[src/rtl/rect_fill_engine.sv]
// Rectangle-fill pixel source: clips a command rectangle to the framebuffer and
// streams one framebuffer write per cycle, row-major, with a stall hold.
module rect_fill_engine #(
    parameter int FB_W   = 1280,
    parameter int FB_H   = 720,
    parameter int X_W    = 11,
    parameter int Y_W    = 10,
    parameter int DATA_W = 16,
    parameter int ADDR_W = 20
) (
    input  logic              clk_i,
    input  logic              rst_i,
    input  logic              cmd_valid_i,
    output logic              cmd_ready_o,
    input  logic [X_W-1:0]    cmd_x_i,
    input  logic [Y_W-1:0]    cmd_y_i,
    input  logic [X_W-1:0]    cmd_w_i,
    input  logic [Y_W-1:0]    cmd_h_i,
    input  logic [DATA_W-1:0] cmd_color_i,
    input  logic              pxl_stall_i,
    output logic [ADDR_W-1:0] pxl_addr_o,
    output logic [DATA_W-1:0] pxl_data_o,
    output logic              pxl_en_o,
    output logic              busy_o,
    output logic              done_o
);
    typedef enum logic [1:0] {S_IDLE, S_SETUP, S_FILL, S_DONE} state_t;

    localparam logic [X_W:0]      FB_W_X = (X_W+1)'(FB_W);
    localparam logic [Y_W:0]      FB_H_Y = (Y_W+1)'(FB_H);
    localparam logic [ADDR_W-1:0] FB_W_A = ADDR_W'(FB_W);

    state_t r_state;
    state_t w_state_next;

    logic [X_W-1:0]    r_x, r_w, r_cw, r_col;
    logic [Y_W-1:0]    r_y, r_h, r_ch, r_row;
    logic [DATA_W-1:0] r_color;
    logic [ADDR_W-1:0] r_row_base;

    logic [ADDR_W-1:0] r_pxl_addr;
    logic [DATA_W-1:0] r_pxl_data;
    logic              r_pxl_en, r_cmd_ready, r_busy, r_done;

    logic              w_accept, w_empty, w_col_last, w_row_last;
    logic [X_W:0]      w_x_ext, w_w_ext, w_room_x, w_cw_ext;
    logic [Y_W:0]      w_y_ext, w_h_ext, w_room_y, w_ch_ext;
    logic [ADDR_W-1:0] w_base;

    assign w_accept = cmd_valid_i & r_cmd_ready;

    // Clip at one extra bit so x+w / y+h never wrap before comparison.
    assign w_x_ext  = {1'b0, r_x};
    assign w_w_ext  = {1'b0, r_w};
    assign w_y_ext  = {1'b0, r_y};
    assign w_h_ext  = {1'b0, r_h};
    assign w_room_x = FB_W_X - w_x_ext;
    assign w_room_y = FB_H_Y - w_y_ext;
    assign w_cw_ext = (w_w_ext < w_room_x) ? w_w_ext : w_room_x;
    assign w_ch_ext = (w_h_ext < w_room_y) ? w_h_ext : w_room_y;
    assign w_empty  = (w_x_ext >= FB_W_X) | (w_y_ext >= FB_H_Y) |
                      (r_w == '0) | (r_h == '0);
    assign w_base   = ADDR_W'(r_y) * FB_W_A;

    assign w_col_last = (r_col == r_cw - X_W'(1));
    assign w_row_last = (r_row == r_ch - Y_W'(1));

    always_comb begin
        w_state_next = r_state;
        case (r_state)
            S_IDLE:  if (w_accept) w_state_next = S_SETUP;
            S_SETUP: w_state_next = w_empty ? S_DONE : S_FILL;
            S_FILL:  if (!pxl_stall_i && w_col_last && w_row_last) w_state_next = S_DONE;
            S_DONE:  w_state_next = S_IDLE;
            default: w_state_next = S_IDLE;
        endcase
    end

    always_ff @(posedge clk_i) begin
        if (rst_i) r_state <= S_IDLE;
        else       r_state <= w_state_next;
    end

    // The output registers always hold the pixel currently presented; the
    // counters (r_col, r_row) index that same pixel.
    always_ff @(posedge clk_i) begin
        if (rst_i) begin
            r_x <= '0; r_y <= '0; r_w <= '0; r_h <= '0; r_color <= '0;
            r_cw <= '0; r_ch <= '0; r_col <= '0; r_row <= '0;
            r_row_base <= '0;
            r_pxl_addr <= '0; r_pxl_data <= '0; r_pxl_en <= 1'b0;
            r_cmd_ready <= 1'b1; r_busy <= 1'b0; r_done <= 1'b0;
        end else begin
            r_cmd_ready <= (w_state_next == S_IDLE);
            r_busy      <= (w_state_next != S_IDLE);
            r_done      <= (w_state_next == S_DONE);
            case (r_state)
                S_IDLE: begin
                    r_pxl_en <= 1'b0;
                    if (w_accept) begin
                        r_x     <= cmd_x_i;
                        r_y     <= cmd_y_i;
                        r_w     <= cmd_w_i;
                        r_h     <= cmd_h_i;
                        r_color <= cmd_color_i;
                    end
                end
                S_SETUP: begin
                    r_cw       <= w_cw_ext[X_W-1:0];
                    r_ch       <= w_ch_ext[Y_W-1:0];
                    r_col      <= '0;
                    r_row      <= '0;
                    r_row_base <= w_base;
                    if (!w_empty) begin
                        r_pxl_en   <= 1'b1;
                        r_pxl_addr <= w_base + ADDR_W'(r_x);
                        r_pxl_data <= r_color;
                    end
                end
                S_FILL: begin
                    if (pxl_stall_i) begin
                        r_pxl_en <= 1'b0;
                    end else if (w_col_last) begin
                        if (w_row_last) begin
                            r_pxl_en <= 1'b0;
                        end else begin
                            r_col      <= '0;
                            r_row      <= r_row + Y_W'(1);
                            r_row_base <= r_row_base + FB_W_A;
                            r_pxl_addr <= r_row_base + FB_W_A + ADDR_W'(r_x);
                            r_pxl_en   <= 1'b1;
                        end
                    end else begin
                        r_col      <= r_col + X_W'(1);
                        r_pxl_addr <= r_pxl_addr + ADDR_W'(1);
                        r_pxl_en   <= 1'b1;
                    end
                end
                default: r_pxl_en <= 1'b0;
            endcase
        end
    end

    assign cmd_ready_o = r_cmd_ready;
    assign pxl_addr_o  = r_pxl_addr;
    assign pxl_data_o  = r_pxl_data;
    assign pxl_en_o    = r_pxl_en;
    assign busy_o      = r_busy;
    assign done_o      = r_done;
endmodule

[config.mk]
export PLATFORM = sky130hd
export DESIGN_NAME = rect_fill_engine
export DESIGN_NICKNAME = d
export VERILOG_FILES = /design/src/rtl/rect_fill_engine.sv
export SDC_FILE = /design/constraint.sdc
export NUM_CORES = 1
export LEC_CHECK = 0
export CORE_MARGIN = 5
export CORE_UTILIZATION = 40
export DETAILED_ROUTE_END_ITERATION = 12
export SLEW_MARGIN = 20
export SYNTH_ARGS = -nofsm -noshare
export SYNTH_HDL_FRONTEND = slang
export SYNTH_SLANG_ARGS = --single-unit
[constraint.sdc]
create_clock -name clk_i -period 3.66 [get_ports clk_i]
set_input_delay 0.366 -clock clk_i [delete_from_list [all_inputs] [get_ports clk_i]]
set_output_delay 0.366 -clock clk_i [all_outputs]
set_load 0.03 [all_outputs]
## Word-level counts from Yosys, hierarchy flattened

Index checks and enable logic that the tools add are counted.

- Input port bits: 62
- Output and inout bits: 40
- Logic and storage cells: 90
- Flip-flop bits (word level): 162

- Multiplexer cells: 28
- Multipliers: 1
- $lt $le $gt $ge: 4
- Eq/ne operators: 11
- Bitwise gates (word level): 5
- Reduce and logical (&&, ||, !) cells: 14
- Add/subtract/negate cells: 10

Operator list:

| operator | count |
|---|---|
| 20-bit 2-to-1 mux | 7 |
| 20-bit case mux with 2 select lines | 2 |
| 11-bit 2-to-1 mux | 4 |
| 20-bit by 11-bit adder with 20-bit output | 2 |
| 10-bit 2-to-1 mux | 4 |
| 11-bit case mux with 2 select lines | 1 |
| 20-bit by 1-bit adder with 20-bit output, second input constant | 1 |
| 20-bit by 11-bit adder with 20-bit output, second input constant | 1 |
| 10-bit case mux with 2 select lines | 1 |
| 11-bit by 12-bit less-than comparator with 1-bit output | 1 |
| 10-bit by 3-bit multiplier with 12-bit output, second input constant | 1 |
| 11-bit by 11-bit subtractor with 12-bit output, first input constant | 1 |
| 11-bit by 1-bit adder with 11-bit output, second input constant | 1 |
| 11-bit == test | 1 |
| 11-bit greater-or-equal comparator, second input constant | 1 |
| 11-bit logical NOT | 1 |
| 10-bit by 11-bit less-than comparator with 1-bit output | 1 |
| 10-bit by 10-bit subtractor with 11-bit output, first input constant | 1 |
| 11-bit by 1-bit subtractor with 11-bit output, second input constant | 1 |
| 10-bit by 1-bit adder with 10-bit output, second input constant | 1 |
| 10-bit == test | 1 |
| 10-bit greater-or-equal comparator, second input constant | 1 |
| 10-bit logical NOT | 1 |
| 10-bit by 1-bit subtractor with 10-bit output, second input constant | 1 |
| other kinds (18) | 35 |

## Depth between registers and ports, before layout

- Depth after elaboration: 7
- Depth in mapped cells: 13
- Mapped depth without buffers: 13

## Worst setup path before layout

OpenSTA, ideal clock, no wires.

- Path kind: reg-to-reg
- Start: register r_x[0]
- End: register r_cw[0]
- Arrival: 3.155 ns
- Library setup time: 0.091 ns
- Slack: 0.414 ns
- Stages on the path, launching flop included: 12
- Buffers on the path: 1
- Required time: 3.569 ns
- Clock period less this slack: 3.246 ns
- Cells stage by stage: dfxtp_1 -> nor3_1 -> nor3b_1 -> a21boi_0 -> xnor2_1 -> ha_1 -> or3_1 -> or4_1 -> a21oi_1 -> clkbuf_1 -> o21ai_0 -> a311oi_1

- Cells in the longest elaborated chain, start to end: 3

RTL lines:

| item | line | text |
|---|---|---|
| start, declared | 36 | `logic [X_W-1:0] r_x, r_w, r_cw, r_col;` |
| start signal, assigned | 101 | `r_x <= cmd_x_i;` |
| 11-bit by 11-bit subtractor with 12-bit output (*) | 57 | `assign w_room_x = FB_W_X - w_x_ext;` |
| 11-bit by 12-bit less-than comparator with 1-bit output | 59 | `assign w_cw_ext = (w_w_ext < w_room_x) ? w_w_ext : w_room_x;` |
| 11-bit 2-to-1 mux (*) | 59 |  |
| end signal, assigned | 109 | `r_cw <= w_cw_ext[X_W-1:0];` |
| end, declared | 36 |  |

Mark *: on every way between the ends. The rest lies on a longest branch, timed or not.
A chain may end at the register's enable or synchronous reset.

## Worst setup path in the final report

- Start: register r_cw[0]
- End: register r_col[10]

- Cells in the longest elaborated chain, start to end: 5
- Elaborated cells between the ends (all ways): 7
- Those cells by class: add/sub (1); eq/ne (2); mux (3); reduce/logical (1)

RTL lines:

| item | line | text |
|---|---|---|
| 11-bit by 1-bit subtractor with 11-bit output (*) | 65 | `assign w_col_last = (r_col == r_cw - X_W'(1));` |
| 11-bit == test (*) | 65 |  |
| 11-bit 2-to-1 mux | 123 | `end else if (w_col_last) begin` |
| 11-bit 2-to-1 mux | 121 | `if (pxl_stall_i) begin` |
| 11-bit case mux with 2 select lines | 97 | `case (r_state)` |
| end signal, assigned | 134 | `r_col <= r_col + X_W'(1);` |
| end, declared | 36 |  |

Mark *: on every way between the ends. The rest lies on a longest branch, timed or not. The select of a mux whose other input is x is not followed.

==> out/qor.yml <==
utilization_pct: 49.3
tightest_slew_ps: 967
path_class: "register to register"
clock_latency_ps: 440
routed_wl_microns: 26500
pwr_density_cell_nw_per_um2: 721
synth_edf_count: 0
post-route-period-util_pct: 94.0
p_leak_nw: 4.33
cp.arrival_ps: 3760
firstDrtPassIters: 6
switchingPower_mw: 3.68
p_seq_share_pct: 28.9
drc: 0
clkTransAtPathRegs_ps: 70
p_sw_share_pct: 44.4
coreArea_sq_um: 23300
vias_per_cell: 5.45
drtAntennaViolNets: 0
syn_nets: 1308
drt_iter0_markers: 601
synth_cell_types: 72
holdCritPathClass: "input port to register"
internal-power_mw: 4.61
syn_inst: 1191
cts_max_path_buffers: 2
setup_tns_ps: 0
root_buffer: "clkbuf_16"
die-area_sq_um: 26700
syn_area_per_cell_sq_um: 7.90
synth_top_area_cell: "dfxtp_1"
layout.nets: 1398
place_congestion: 0.870
vias: 8796
cp.required_ps: 3980
htree_levels: 4
endpoint_kind: "register"
grt_antenna_before_repair: 0
initial_core_util_pct: 40.3
die_w_microns: 163
design_area_sq_um: 11500
dp_hpwl_microns: 19400
yosys_warnings: 0
async_reset_ff_share_pct: 0
n_antenna_cell: 0
grt_remaining_overflow: 0
syn_area_sq_um: 9410
fp-row-count: 56
p_comb_share_pct: 48.9
p_clk_share_pct: 22.2
critPathLaunchType: "register"
fin_crit_ps: 3440
fin_skew_ps: 17.8
io_pins: 102
relSlewSlack_pct: 35.5
synth_area_leaders: "dfxtp_1 (33%), nand2_1 (7.2%), ha_1 (7.0%), a21oi_1 (6.6%), xor2_1 (4.0%)"
drv_slew: 0
portBuffers: 101
drive_gt1_share_pct: 7.73
crit_fanout: 18
finalHoldViolCount: 0
holdWs_ps: 330
crit_chain: "or4_1, or4_4, and4_1, o21ai_1, or4_4, buf_4, o21ai_0, buf_4, nor4_1, mux2_2"
vdd.ir_drop.worst_v: 0.000316
rsz0062_at_grt: "false"
slowest_stage: "or4_1"
clock.fmax_mhz: 291
grt_pass1_vias: 8376
cts_tree: "yes"
status: "finished, final reports clean"
synth_top_area_share_pct: 32.8
avgRoutedWirePerCell_microns: 16.4
grt_pass1_wl_microns: 43400
grt_max_degree: 107
setup_viol: 0
hold_buffers: 0
yosysSeqAreaShare_pct: 32.8
grt_use_total_pct: 19.9
clock-sinks: 154
cpPeakStageDelay_ps: 660
synth_top_flop_cell: "dfxtp_1"
maxCapViolCount: 0
fp.dieH_microns: 163
synthToLayoutAreaGrowth_pct: 22.1
numCtsBuffers: 17
synth_seq_cells: 154
post_dp_cell_area_sq_um: 10800
[cell usage after synthesis (13+ instances only)]
cell type and count:
mux2i_1 35, clkbuf_1 50, a211oi_1 15, xnor2_1 42
dfxtp_1 154, ha_1 53, xor2_1 43, o21ai_0 39
nand3_1 32, nor3_1 32, or4_1 15, nand4_1 14
or3_1 22, o32ai_1 13, inv_1 44, nor2_1 91
nand2_1 180, a21oi_1 124
[path summary, 6_finish.rpt]
path                      startpoint                       to  slack, ps  depth (start not counted)
max             r_cw[0]$_SDFFE_PP0N_   r_col[10]$_SDFFE_PP0P_        220                         10
min                            rst_i    r_row[0]$_SDFFE_PP0P_        330                          2
min reg2reg  r_color[3]$_SDFFE_PP0P_  r_color[3]$_SDFFE_PP0P_        460                          2
max reg2reg     r_cw[0]$_SDFFE_PP0N_   r_col[10]$_SDFFE_PP0P_        220                         10
[what timing repair did]
action / 4_1_cts / 5_1_grt
setup endpoints to repair: 0 / 13
setup buffers: 0 / 0
resized for setup: 0 / 7
[critical path, delay by kind of cell, from the launching register on]
| kind | cells | cell delay, ps |
|---|---|---|
| flops | 1 | 350 |
| compound gates | 2 | 270 |
| buf+inv | 2 | 460 |
| simple gates | 5 | 1880 |
| mux | 1 | 360 |
[cells by family (layout without fill, tap and decap cells)]
| family | count (synthesis) | in the layout | share of synthesized area (%) |
|---|---|---|---|
| simple gates | 447 | 447 | 22.3 |
| mux | 41 | 41 | 4.44 |
| xor+xnor | 85 | 85 | 7.91 |
| flops | 154 | 154 | 32.8 |
| fa+ha+maj | 55 | 55 | 7.47 |
| buf+inv | 110 | 212 | 4.59 |
| compound gates | 299 | 300 | 20.5 |
[placed cells by master (no fill, tap or decap), types with 5 or more instances in the layout]
cell               n
nor3b_1            5
o21a_1             9
ha_1              53
nor3_1            32
and2_1             9
o31ai_1           12
a211oi_1          15
mux2i_1           35
nor4_1            11
a31oi_1            6
or2_2              5
nor2_1            91
nand4_1           14
nand3_1           30
or3_1             22
a21o_1            12
o32ai_1           13
xnor2_1           42
dfxtp_1          153
o2111ai_1          6
clkinv_8           7
nand2_1          180
mux2_2             6
a21oi_1          123
o21ai_0           39
o31a_1             5
clkbuf_16         17
nand2b_1           9
xor2_1            43
clkdlybuf4s50_1  100
buf_4             34
a311oi_1           8
or4_1             14
inv_1             44
[power by group through the flow]
stage	clock network (mW)	logic, mW	registers [mW]
after global routing	1.95	4.53	2.45
after floorplan	0	2.80	2.44
final	1.84	4.06	2.39
after global placement	0	3.94	2.42
after detailed placement	0	3.98	2.42
after CTS	1.87	4.01	2.39
[state kept, by name (all words and copies together), names as in the netlist]
name,cells
r_ch,10
r_cw,11
r_w,11
r_y,10
r_state,2
pxl_en_o,1
done_o,1
r_col,11
r_h,10
pxl_addr_o,20
r_x,11
r_row,10
r_color,16
pxl_data_o,16
cmd_ready_o,1
r_row_base,12
busy_o,1
[layout make-up]
| cell class | count | area [sq um] |
|---|---|---|
| fill | 2340 | 11800 |
| multi-input combinational | 928 | 5940 |
| sequential | 154 | 3080 |
| timing repair buffer | 135 | 1270 |
| clock buffer | 17 | 425 |
| tap | 319 | 399 |
| clock inverter | 15 | 206 |
| inverter | 45 | 169 |
[layer usage]
metal  wire, microns  global-route usage (%)
met2           11700                    31.0
met1           13100                    28.2
met4             205                    3.55
met5               0                       0
met3            1470                    5.07
[metrics by stage]
stage / worst slack (ps) / power (mW) / cells
2_1_floorplan: 414 / 5.25 / 1191
3_3_place_gp: 209 / 6.36 / 1580
3_5_place_dp: 169 / 6.40 / 1580
4_1_cts: 140 / 8.27 / 1612
5_1_grt: 31.3 / 8.93 / 1613
6_report: 221 / 8.29 / 1613
Power figures use the tool's default switching activity.
